$ cat src/rtl/gpu_pkg.sv
`default_nettype none
// +--------------------------------------------------------------------------+
// | gpu_pkg : shared LSU state encoding and default memory widths            |
// | Rev 1.0                                                                  |
// +--------------------------------------------------------------------------+
package gpu_pkg;

  localparam int LSU_ADDR_WIDTH = 8;
  localparam int LSU_DATA_WIDTH = 16;

  typedef enum logic [1:0] {
    LSU_IDLE    = 2'd0,
    LSU_REQUEST = 2'd1,
    LSU_WAITING = 2'd2,
    LSU_DONE    = 2'd3
  } lsu_state_t;

endpackage
`default_nettype wire

$ cat src/rtl/lsu_watchdog.sv
`default_nettype none
// +--------------------------------------------------------------------------+
// | lsu_watchdog : WAITING-cycle counter, built only with LSU_TIMEOUT_EN     |
// | Rev 1.0                                                                  |
// +--------------------------------------------------------------------------+
`ifdef LSU_TIMEOUT_EN
module lsu_watchdog #(
  parameter int TIMEOUT_CYCLES = 255
) (
  input  logic clk,
  input  logic reset,
  input  logic clear,
  input  logic count,
  output logic expired
);

  localparam int CNT_W = $clog2(TIMEOUT_CYCLES + 1);

  logic [CNT_W-1:0] cnt_q, cnt_d;

  always_comb begin
    cnt_d = cnt_q;
    if (clear) begin
      cnt_d = '0;
    end else if (count && (cnt_q != CNT_W'(TIMEOUT_CYCLES))) begin
      cnt_d = cnt_q + 1'b1;
    end
  end

  always_ff @(posedge clk or negedge reset) begin
    if (!reset) begin
      cnt_q <= '0;
    end else begin
      cnt_q <= cnt_d;
    end
  end

  // Fires on the WAITING cycle whose increment brings the count to the limit.
  assign expired = count && (cnt_q == CNT_W'(TIMEOUT_CYCLES - 1));

endmodule
`endif
`default_nettype wire

$ cat src/rtl/lsu.sv
`default_nettype none
// +--------------------------------------------------------------------------+
// | lsu : single-thread load/store unit, IDLE/REQUEST/WAITING/DONE sequencer |
// | Optional watchdog with `define LSU_TIMEOUT_EN.  Rev 1.0                  |
// +--------------------------------------------------------------------------+
module lsu
  import gpu_pkg::*;
#(
  parameter int MEM_ADDR_WIDTH = LSU_ADDR_WIDTH,
  parameter int MEM_DATA_WIDTH = LSU_DATA_WIDTH,
  parameter int TIMEOUT_CYCLES = 255
) (
  input  logic                      clk,
  input  logic                      reset,
  input  logic                      thread_en,
  input  logic                      issue,
  input  logic                      mem_read_en,
  input  logic                      mem_write_en,
  input  logic [MEM_ADDR_WIDTH-1:0] addr,
  input  logic [MEM_DATA_WIDTH-1:0] wdata,
  input  logic                      retire,
  output logic [1:0]                lsu_state,
  output logic                      done,
  output logic                      err,
  output logic [MEM_DATA_WIDTH-1:0] rdata,
  input  logic                      read_req_rdy,
  output logic [MEM_ADDR_WIDTH-1:0] read_req_addr,
  output logic                      read_req_addr_val,
  output logic                      read_resp_rdy,
  input  logic [MEM_DATA_WIDTH-1:0] read_resp_data,
  input  logic                      read_resp_data_val,
  input  logic                      write_req_rdy,
  output logic [MEM_ADDR_WIDTH-1:0] write_req_addr,
  output logic [MEM_DATA_WIDTH-1:0] write_req_data,
  output logic                      write_req_val,
  input  logic                      write_resp_val
);

  lsu_state_t                state_q, state_d;
  logic                      is_load_q, is_load_d;
  logic [MEM_ADDR_WIDTH-1:0] addr_q, addr_d;
  logic [MEM_DATA_WIDTH-1:0] wdata_q, wdata_d;
  logic [MEM_DATA_WIDTH-1:0] rdata_q, rdata_d;
  logic                      err_q, err_d;
  logic                      req_fire;
  logic                      resp_fire;
  logic                      timeout;

  assign req_fire  = is_load_q ? read_req_rdy : write_req_rdy;
  assign resp_fire = is_load_q ? read_resp_data_val : write_resp_val;

`ifdef LSU_TIMEOUT_EN
  lsu_watchdog #(
    .TIMEOUT_CYCLES(TIMEOUT_CYCLES)
  ) u_watchdog (
    .clk    (clk),
    .reset  (reset),
    .clear  ((state_q == LSU_REQUEST) && req_fire),
    .count  (state_q == LSU_WAITING),
    .expired(timeout)
  );
`else
  assign timeout = 1'b0;
`endif

  always_comb begin
    state_d   = state_q;
    is_load_d = is_load_q;
    addr_d    = addr_q;
    wdata_d   = wdata_q;
    rdata_d   = rdata_q;
    err_d     = err_q;
    case (state_q)
      LSU_IDLE: begin
        // Exactly one of read/write must be decoded; anything else is dropped.
        if (issue && thread_en && (mem_read_en ^ mem_write_en)) begin
          state_d   = LSU_REQUEST;
          is_load_d = mem_read_en;
          addr_d    = addr;
          wdata_d   = wdata;
        end
      end
      LSU_REQUEST: begin
        if (req_fire) state_d = LSU_WAITING;
      end
      LSU_WAITING: begin
        if (resp_fire) begin
          state_d = LSU_DONE;
          if (is_load_q) rdata_d = read_resp_data;
        end else if (timeout) begin
          state_d = LSU_DONE;
          err_d   = 1'b1;
        end
      end
      LSU_DONE: begin
        if (retire) begin
          state_d = LSU_IDLE;
          err_d   = 1'b0;
        end
      end
      default: state_d = LSU_IDLE;
    endcase
  end

  always_ff @(posedge clk or negedge reset) begin
    if (!reset) begin
      state_q   <= LSU_IDLE;
      is_load_q <= 1'b0;
      addr_q    <= '0;
      wdata_q   <= '0;
      rdata_q   <= '0;
      err_q     <= 1'b0;
    end else begin
      state_q   <= state_d;
      is_load_q <= is_load_d;
      addr_q    <= addr_d;
      wdata_q   <= wdata_d;
      rdata_q   <= rdata_d;
      err_q     <= err_d;
    end
  end

  assign lsu_state         = state_q;
  assign done              = (state_q == LSU_DONE);
  assign err               = err_q;
  assign rdata             = rdata_q;
  assign read_req_addr     = addr_q;
  assign read_req_addr_val = (state_q == LSU_REQUEST) && is_load_q;
  assign read_resp_rdy     = (state_q == LSU_WAITING) && is_load_q;
  assign write_req_addr    = addr_q;
  assign write_req_data    = wdata_q;
  assign write_req_val     = (state_q == LSU_REQUEST) && !is_load_q;

endmodule
`default_nettype wire

$ cat config.mk
export PLATFORM = sky130hd
export DESIGN_NAME = lsu
export DESIGN_NICKNAME = d
export VERILOG_FILES = /design/src/rtl/gpu_pkg.sv /design/src/rtl/lsu_watchdog.sv /design/src/rtl/lsu.sv
export SDC_FILE = /design/constraint.sdc
export NUM_CORES = 1
export LEC_CHECK = 0
export CAP_MARGIN = 30
export CORE_MARGIN = 8
export CORE_UTILIZATION = 38
export CTS_CLUSTER_SIZE = 25
export DETAILED_ROUTE_END_ITERATION = 12
export PLACE_DENSITY = 0.83
export SKIP_CTS_REPAIR_TIMING = 1
export SLEW_MARGIN = 20
export SYNTH_ARGS = -nofsm -noshare
export SYNTH_HDL_FRONTEND = slang
export SYNTH_HIERARCHICAL = 1
export SYNTH_SLANG_ARGS = --single-unit
$ cat constraint.sdc
create_clock -name clk -period 1.9 [get_ports clk]
set_input_delay 0.38 -clock clk [delete_from_list [all_inputs] [get_ports clk]]
set_output_delay 0.38 -clock clk [all_outputs]
set_load 0.02 [all_outputs]
==> flow_summary.yaml, run 1 <==
routing:
  dr.first_iter.drc_count: 21
  wl_per_cell_um: 16.2
  wirelength_mm: 4.79
  drc: 0
  detail-route-antenna-nets: 0
  vias_per_cell: 4.37
  first_pass_iters: 4
  via_count: 1294
worst_setup_path:
  crit_slowest_cell: "dfrtp_1"
  crit_path_end_kind: "primary output"
  cp_max_fo: 5
  criticalPathCategory: "reg -> out"
  cp_cell_sequence: "inv_1 -> ha_1 -> and2_1 -> dlymetal6s2s_1"
  worstPathRequired_ns: 1.52
  reg2reg_slack_ns: 0.21
  arrival_ns: 1.44
  cp_top_family: "flip-flops"
  critPathMaxStageDelay_ns: 0.42
  crit_path_start_kind: "register"
  crit_buf_inv: 2
global_routing:
  grt_use_total: 0.126
  grt_pass1_vias: 1448
  grt_pass1_wl_mm: 7.43
  antenna_found_initial: 0
  overflow: 0
  grt_start_max_net_pins: 25
floorplanning:
  die_x_um: 87.1
  start_util: 0.386
  ios: 106
  rows: 26
  dieArea_um2: 7580
  dieHeight_um: 87.1
  core_area_um2: 4980
synthesis:
  synth_cells: 121
  avgSynthCellArea_um2: 15.9
  yosysMostFrequentCell: "dfrtp_1"
  yosys_warnings: 6
  synth_area_um2: 1920
  synth_fp_nets: 177
  synth_seq_area_share: 0.561
  synth_largest_area_cell: "dfrtp_1"
  synth_common_cells: "dfrtp_1 (43), mux2_2 (22), mux2_4 (20), buf_4 (9), ha_1 (5)"
  synth_edf_count: 0
  synth_top_area_frac: 0.561
  yosys-top-cells-area: "dfrtp_1 (56%), mux2_4 (16%), mux2_2 (13%), buf_4 (3.5%), ha_1 (3.3%)"
  synth_seq_cells: 43
  async_flop_share: 1.00
  synth_top_flop_cell: "dfrtp_1"
  synth.distinct_cells: 20
layout:
  drive_above_1_share: 0.261
  diodes: 0
  fillers: 408
  fin_util: 0.632
  area_growth_pct: 63.8
  nNetsFinal: 281
timing:
  timing.fmax_mhz: 549
  skew_ns: 0.00712
  fin_hold_ws_ns: 0.0419
  period_needed_ns: 1.82
  final_max_slew_viol_count: 0
  post-route-period-util: 0.959
  final.setup.tns_ns: 0
  setup_violations: 0
  hold_viol: 0
  layout_setup_ws_ns: 0.0772
clocking:
  clkTransAtPathRegs_ns: 0.08
  cts_root_buffer: "clkbuf_8"
  cts_made_buffers: 5
  htree_levels: 2
  cts_tree: "built"
  cts_buffer_depth: 2
  clk_latency_ns: 0.29
  cts_sinks: 43
status:
  status: "completed"
placed_design:
  preCtsSetupSlack_ns: -0.0617
  hpwl_mm: 3.82
  port-buffer-count: 104
  place_congestion: 0.715
hold_path:
  hold_path.class: "in -> async"
job:
  cap_violations: 0
pwr:
  p_total_mw: 5.27
  power_density_nw_per_um2: 1680
  power_leakage_nw: 1.48
  vdd_drop_max_mv: 0.782
## state kept, by name (all words and copies together) (netlist names)
signal	flops
lsu_state	2
read_req_addr	8
is_load_q	1
write_req_data	16
rdata	16
## routing by layer
layer,vias to the layer above,global-route usage,share of wire
met5,-,0,0
met4,0,0.0360,0.016
met3,7,0.0557,0.099
met2,63,0.221,0.50
met1,614,0.134,0.38
li1,610,-,-
## where the power goes
part,total (mW),internal (mW),switching [mW]
Combinational,2.90,1.62,1.28
Sequential,1.64,1.37,0.275
Clock,0.725,0.425,0.299
Total,5.27,3.41,1.86
## layout make-up
cell class              count  area, um2  area share
multi-input cells          63        731       0.232
clock buffers               6       82.6      0.0263
flip-flops and latches     43       1080       0.342
inverters                   3       11.3     0.00358
repair buffers            109       1120       0.357
well taps                  70       87.6      0.0279
clock inverters             2       35.0      0.0111
## path summary, 6_finish.rpt
kind                                               start                       endpoint  depth (start not counted)
worst min register to register      rdata[7]$_DFFE_PN0P_           rdata[7]$_DFFE_PN0P_                          1
worst min-delay path                               reset  write_req_data[1]$_DFFE_PN0P_                          1
min in group clk                    rdata[7]$_DFFE_PN0P_           rdata[7]$_DFFE_PN0P_                          1
worst max-delay path            lsu_state[1]$_DFFE_PN0P_              read_req_addr_val                          4
max in group asynchronous                          reset           rdata[9]$_DFFE_PN0P_                          2
worst max register to register  lsu_state[0]$_DFFE_PN0P_       lsu_state[1]$_DFFE_PN0P_                          7
## cells by family (layout without fill, tap and decap cells)
group                    Yosys count  after routing  synth area share
AO/OA/AOI/OAI                      3              3            0.0117
XOR/XNOR                           1              1           0.00456
adder cells (fa/ha/maj)            5              5            0.0326
buffers and inverters             15            120            0.0587
flip-flops                        43             43             0.561
multiplexers                      44             44             0.296
other                              1              1           0.00195
AND/OR/NAND/NOR                    9              9            0.0339
## stage by stage
step,cells,area (um2)
global placement,288,3020
floorplan,121,1920
detailed placement,288,3020
global route,296,3140
finish,296,3140
CTS,296,3130
## layout by cell type (no fill, tap or decap), types with 3 or more instances in the layout
| cell | netlist | final |
|---|---|---|
| clkdlybuf4s50_1 | 0 | 99 |
| dfrtp_1 | 43 | 43 |
| mux2_2 | 22 | 22 |
| mux2_4 | 20 | 20 |
| clkbuf_8 | 0 | 6 |
| ha_1 | 5 | 5 |
| dlymetal6s2s_1 | 0 | 4 |
| inv_1 | 3 | 3 |
| buf_12 | 0 | 3 |
## worst register-to-register path, stage by stage, from the launching register on
cell and delay [ns]:
dfrtp_1 0.41, inv_1 0.09, buf_4 0.12, ha_1 0.23
inv_1 0.06, a31o_2 0.22, nand3_1 0.11, mux2_2 0.34
Note: power is estimated with default switching activity, not from simulation.
==> run 2, diff against run 1 <==
Settings changed: ABC_AREA set to 1, CAP_MARGIN 30 to 40, CORE_UTILIZATION 38 to 39, PLACE_DENSITY 0.83 to 0.85.
==> flow_summary.yaml, run 2 <==
status:
  status: "completed"
pwr:
  comb_power_share: 0.545
  p_int_mw: 3.16
  p_switching_mw: 1.96
  pwr-share-clk: 0.132
  seq_power_share: 0.323
  power_density_nw_per_um2: 1650
  power_leakage_nw: 1.56
  netSwitchingFraction: 0.383
  vdd_drop_max_mv: 0.727
hold_path:
  hold_path.class: "in -> async"
synthesis:
  async_flop_share: 1.00
  synth_fp_nets: 248
  synth_largest_area_cell: "dfrtp_1"
  synth_seq_area_share: 0.554
  synth_cells: 192
  synth_edf_count: 0
  synth_seq_cells: 43
  synth_area_um2: 1940
  synth_top_flop_cell: "dfrtp_1"
  synth_top_area_frac: 0.554
  yosys_warnings: 6
  synth.distinct_cells: 18
  avgSynthCellArea_um2: 10.1
  synth_common_cells: "dfrtp_1 (43), nand2_1 (38), inv_1 (33), o21ai_0 (24), mux2_4 (10)"
  yosysMostFrequentCell: "dfrtp_1"
  yosys-top-cells-area: "dfrtp_1 (55%), mux2_4 (7.7%), nand2_1 (7.4%), inv_1 (6.4%), o21ai_0 (6.2%)"
placed_design:
  place_congestion: 0.737
  port-buffer-count: 104
  preCtsSetupSlack_ns: 0.0200
  hpwl_mm: 4.17
  dp.cells: 351
worst_setup_path:
  crit_buf_inv: 3
  arrival_ns: 1.45
  critPathMaxStageDelay_ns: 0.44
  worstPathRequired_ns: 1.52
  criticalPathCategory: "reg -> out"
  crit_path_start_kind: "register"
  crit_path_end_kind: "primary output"
  cp_cell_sequence: "inv_1 -> ha_1 -> nand2_1 -> inv_1 -> dlymetal6s2s_1"
  cp_max_fo: 5
  crit_slowest_cell: "dfrtp_1"
  cpMostUsedCell: "inv_1"
  cp_top_family: "flip-flops"
global_routing:
  grt_start_max_net_pins: 33
  grt_use_total: 0.138
  overflow: 0
  grt_pass1_wl_mm: 8.26
  grt_pass1_vias: 1703
  antenna_found_initial: 0
timing:
  hold_viol: 0
  layout_setup_ws_ns: 0.0731
  maxSlewHeadroom: 0.657
  rsz0062_at_grt: "no"
  post-route-period-util: 0.962
  tightest_slew_ns: 0.515
  final.setup.tns_ns: 0
  final_max_slew_viol_count: 0
  period_needed_ns: 1.83
  timing.fmax_mhz: 547
  skew_ns: 0.00557
  setup_violations: 0
routing:
  first_pass_iters: 4
  wirelength_mm: 5.23
  drc: 0
  dr.first_iter.drc_count: 43
  wl_per_cell_um: 14.6
  via_count: 1561
  vias_per_cell: 4.36
  detail-route-antenna-nets: 0
floorplanning:
  dieHeight_um: 86.5
  rows: 25
  dieArea_um2: 7490
  core_area_um2: 4750
  start_util: 0.408
  die_x_um: 86.5
  ios: 106
layout:
  nNetsFinal: 347
  fillers: 420
  area_growth_pct: 59.7
  fin_util: 0.652
  drive_above_1_share: 0.110
  final_common_cell: "clkdlybuf4s50_1"
  diodes: 0
  final_cells: 358
  final_cell_mix: "clkdlybuf4s50_1 (99), dfrtp_1 (43), nand2_1 (38), inv_1 (33), o21ai_0 (24)"
clocking:
  cts_buffer_depth: 2
  cts_tree: "built"
  cts_sinks: 43
  clk_latency_ns: 0.29
  clkTransAtPathRegs_ns: 0.08
  cts_made_buffers: 5
  cts_root_buffer: "clkbuf_8"
  htree_levels: 2
job:
  cap_violations: 0
run 2: changes by cell type after synthesis, sizes merged, moves of 5 or more:
cell,delta
nand2,+38
inv,+31
mux2,-26
o21ai,+24
clkbuf,+5
nand3,+5
nor2,+5
run 2: cell type report:
| type | count | area [um2] | area share |
|---|---|---|---|
| Inverter | 34 | 128 | 0.0412 |
| Tap cell | 67 | 83.8 | 0.0270 |
| Timing Repair Buffer | 107 | 1070 | 0.346 |
| Multi-Input combinational cell | 100 | 636 | 0.205 |
| Clock buffer | 6 | 72.6 | 0.0234 |
| Clock inverter | 1 | 30.0 | 0.00969 |
| Sequential cell | 43 | 1080 | 0.347 |
run 2: cells by family after synthesis:
kind of cell	after synthesis	synth area share
muxes	16	0.112
DFF	43	0.554
AOI/OAI and AO/OA	25	0.0658
adders and majority gates	5	0.0322
buffers and inverters	49	0.121
and+or+nand+nor	53	0.113
other	1	0.00193
run 2: worst paths after layout:
path / from / to / slack [ns] / cells past startpoint
min in group clk: write_req_data[6]$_DFFE_PN0P_ / write_req_data[6]$_DFFE_PN0P_ / 0.49 / 2
max in group asynchronous: reset / rdata[14]$_DFFE_PN0P_ / 1.35 / 2
worst min register to register: write_req_data[6]$_DFFE_PN0P_ / write_req_data[6]$_DFFE_PN0P_ / 0.49 / 2
worst max-delay path: lsu_state[1]$_DFFE_PN0P_ / read_req_addr_val / 0.07 / 5
worst max register to register: lsu_state[0]$_DFFE_PN0P_ / rdata[1]$_DFFE_PN0P_ / 0.31 / 6
worst min-delay path: reset / write_req_data[7]$_DFFE_PN0P_ / 0.06 / 1
run 2: per-layer routing:
layer / global-route usage / part of all wire / up-vias
met1: 0.150 / 0.42 / 717
met5: 0 / 0 / -
met2: 0.246 / 0.50 / 68
met3: 0.0510 / 0.081 / 4
li1: - / - / 772
met4: 0.0376 / 0.0067 / 0
run 2: worst register-to-register path: stages (launching register included):
cell and delay (ns):
dfrtp_1 0.43, inv_1 0.11, ha_1 0.24, nand2_2 0.07, inv_2 0.05, nand2_4 0.21, mux2_2 0.38
run 2: power groups by stage:
stage          clock (mW)  sequential, mW  combinational [mW]
2_1_floorplan           0            2.16                1.00
3_3_place_gp            0            1.63                2.78
3_5_place_dp            0            1.67                2.84
4_1_cts             0.693            1.66                2.85
5_1_grt             0.737            1.72                2.99
6_report            0.676            1.65                2.79
run 2: per-stage QoR:
stage                     power [mW]  instance area [um2]  hold slack, ns
final                           5.12                 3100          0.0613
after global routing            5.44                 3100          0.0839
after CTS                       5.21                 3100          0.0685
after detailed placement        4.51                 2990           0.379
after global placement          4.41                 2990           0.376
after floorplan                 3.17                 1940          0.0844
==> run 3, diff against run 2 <==
Settings changed: CORE_UTILIZATION 39 to 51, DONT_BUFFER_PORTS set to 1, PLACE_DENSITY 0.85 to 0.7.
==> flow_summary.yaml, run 3 (synthesis results as in run 2) <==
hold_path:
  hold_path.class: "in -> reg"
  hold_start: "mem_read_en"
timing:
  post-route-period-util: 0.937
  hold_viol: 0
  skew_ns: 0.00521
  final_max_slew_viol_count: 0
  timing.fmax_mhz: 562
  final.setup.tns_ns: 0
  layout_setup_ws_ns: 0.119
  setup_violations: 0
  rsz0062_at_grt: "no"
  period_needed_ns: 1.78
placed_design:
  place_congestion: 0.766
  hpwl_mm: 3.20
  preCtsSetupSlack_ns: 0.363
  port-buffer-count: 0
layout:
  final_cell_mix: "dfrtp_1 (43), nand2_1 (38), inv_1 (33), o21ai_0 (24), mux2_4 (10)"
  area_growth_pct: 6.00
  diodes: 0
  fin_util: 0.562
  nNetsFinal: 245
  drive_above_1_share: 0.159
  final_common_cell: "dfrtp_1"
floorplanning:
  die_x_um: 77.7
  start_util: 0.530
  core_area_um2: 3660
  dieHeight_um: 77.7
  dieArea_um2: 6030
  rows: 22
  ios: 106
worst_setup_path:
  crit_path_start_kind: "register"
  crit_path_end_kind: "primary output"
  cp_max_fo: 5
  worstPathRequired_ns: 1.52
  criticalPathCategory: "reg -> out"
  arrival_ns: 1.40
  timing.rr.start: "lsu_state[0]$_DFFE_PN0P_"
  startpoint: "lsu_state[1]$_DFFE_PN0P_"
routing:
  detail-route-antenna-nets: 0
  vias_per_cell: 5.02
  via_count: 1189
  dr.first_iter.drc_count: 49
  drc: 0
  first_pass_iters: 4
  wirelength_mm: 4.11
  wl_per_cell_um: 17.3
pwr:
  comb_power_share: 0.244
  pwr-share-clk: 0.166
  vdd_drop_max_mv: 0.923
  p_int_mw: 2.22
  p_switching_mw: 1.78
  power_leakage_nw: 1.13
  seq_power_share: 0.590
  power_density_nw_per_um2: 1940
  netSwitchingFraction: 0.445
clocking:
  cts_sinks: 43
  htree_levels: 2
  cts_root_buffer: "clkbuf_8"
  cts_tree: "built"
  cts_buffer_depth: 2
  cts_made_buffers: 5
  clkTransAtPathRegs_ns: 0.08
  clk_latency_ns: 0.28
global_routing:
  grt_use_total: 0.134
  grt_pass1_vias: 1295
  grt_pass1_wl_mm: 6.62
  overflow: 0
  grt_start_max_net_pins: 51
  antenna_found_initial: 0
job:
  cap_violations: 0
status:
  status: "completed"
run 3: layer usage:
| metal | track usage | wire length, um | vias up |
|---|---|---|---|
| li1 | - | - | 569 |
| met1 | 0.142 | 1510 | 557 |
| met2 | 0.227 | 2180 | 58 |
| met3 | 0.0668 | 379 | 5 |
| met4 | 0.0434 | 44 | 0 |
| met5 | 0 | 0 | - |
run 3: path summary, 6_finish.rpt:
check / slack, ns / endpoint / cells after the start
max: 0.12 / write_req_val / 4
min: 0.23 / is_load_q$_DFFE_PN0P_ / 1
max reg2reg: 0.35 / rdata[11]$_DFFE_PN0P_ / 6
min reg2reg: 0.58 / lsu_state[1]$_DFFE_PN0P_ / 2
max in group asynchronous: 1.12 / rdata[13]$_DFFE_PN0P_ / 2
min in group asynchronous: 0.59 / write_req_data[1]$_DFFE_PN0P_ / 2
run 3: per-stage QoR:
step | hold WS [ns] | total power, mW | area [um2] | cells
after global placement | 0.0855 | 3.26 | 1920 | 228
after detailed placement | 0.0854 | 3.35 | 1920 | 228
final | 0.231 | 3.99 | 2060 | 237
after CTS | -0.228 | 4.02 | 2020 | 235
after floorplan | 0.0844 | 3.17 | 1940 | 192
after global routing | 0.212 | 4.26 | 2060 | 237
run 3: layout make-up:
class	instances	area, um2
Fill cell	338	1600
Inverter	34	128
Clock inverter	1	30.0
Sequential cell	43	1080
Clock buffer	6	72.6
Timing Repair Buffer	5	60.1
Tap cell	48	60.1
Multi-Input combinational cell	100	631
run 3: worst max-delay path, stage by stage, from the launching register on:
cell and delay [ns]:
dfrtp_1 0.43, inv_1 0.12, ha_1 0.21, inv_1 0.05, nor2_1 0.31
run 3: power groups by stage:
stage / registers [mW] / clock network [mW] / logic [mW]
after global placement: 2.36 / 0 / 0.895
after floorplan: 2.16 / 0 / 1.00
after detailed placement: 2.38 / 0 / 0.970
final: 2.36 / 0.663 / 0.975
after CTS: 2.37 / 0.686 / 0.967
after global routing: 2.42 / 0.718 / 1.13
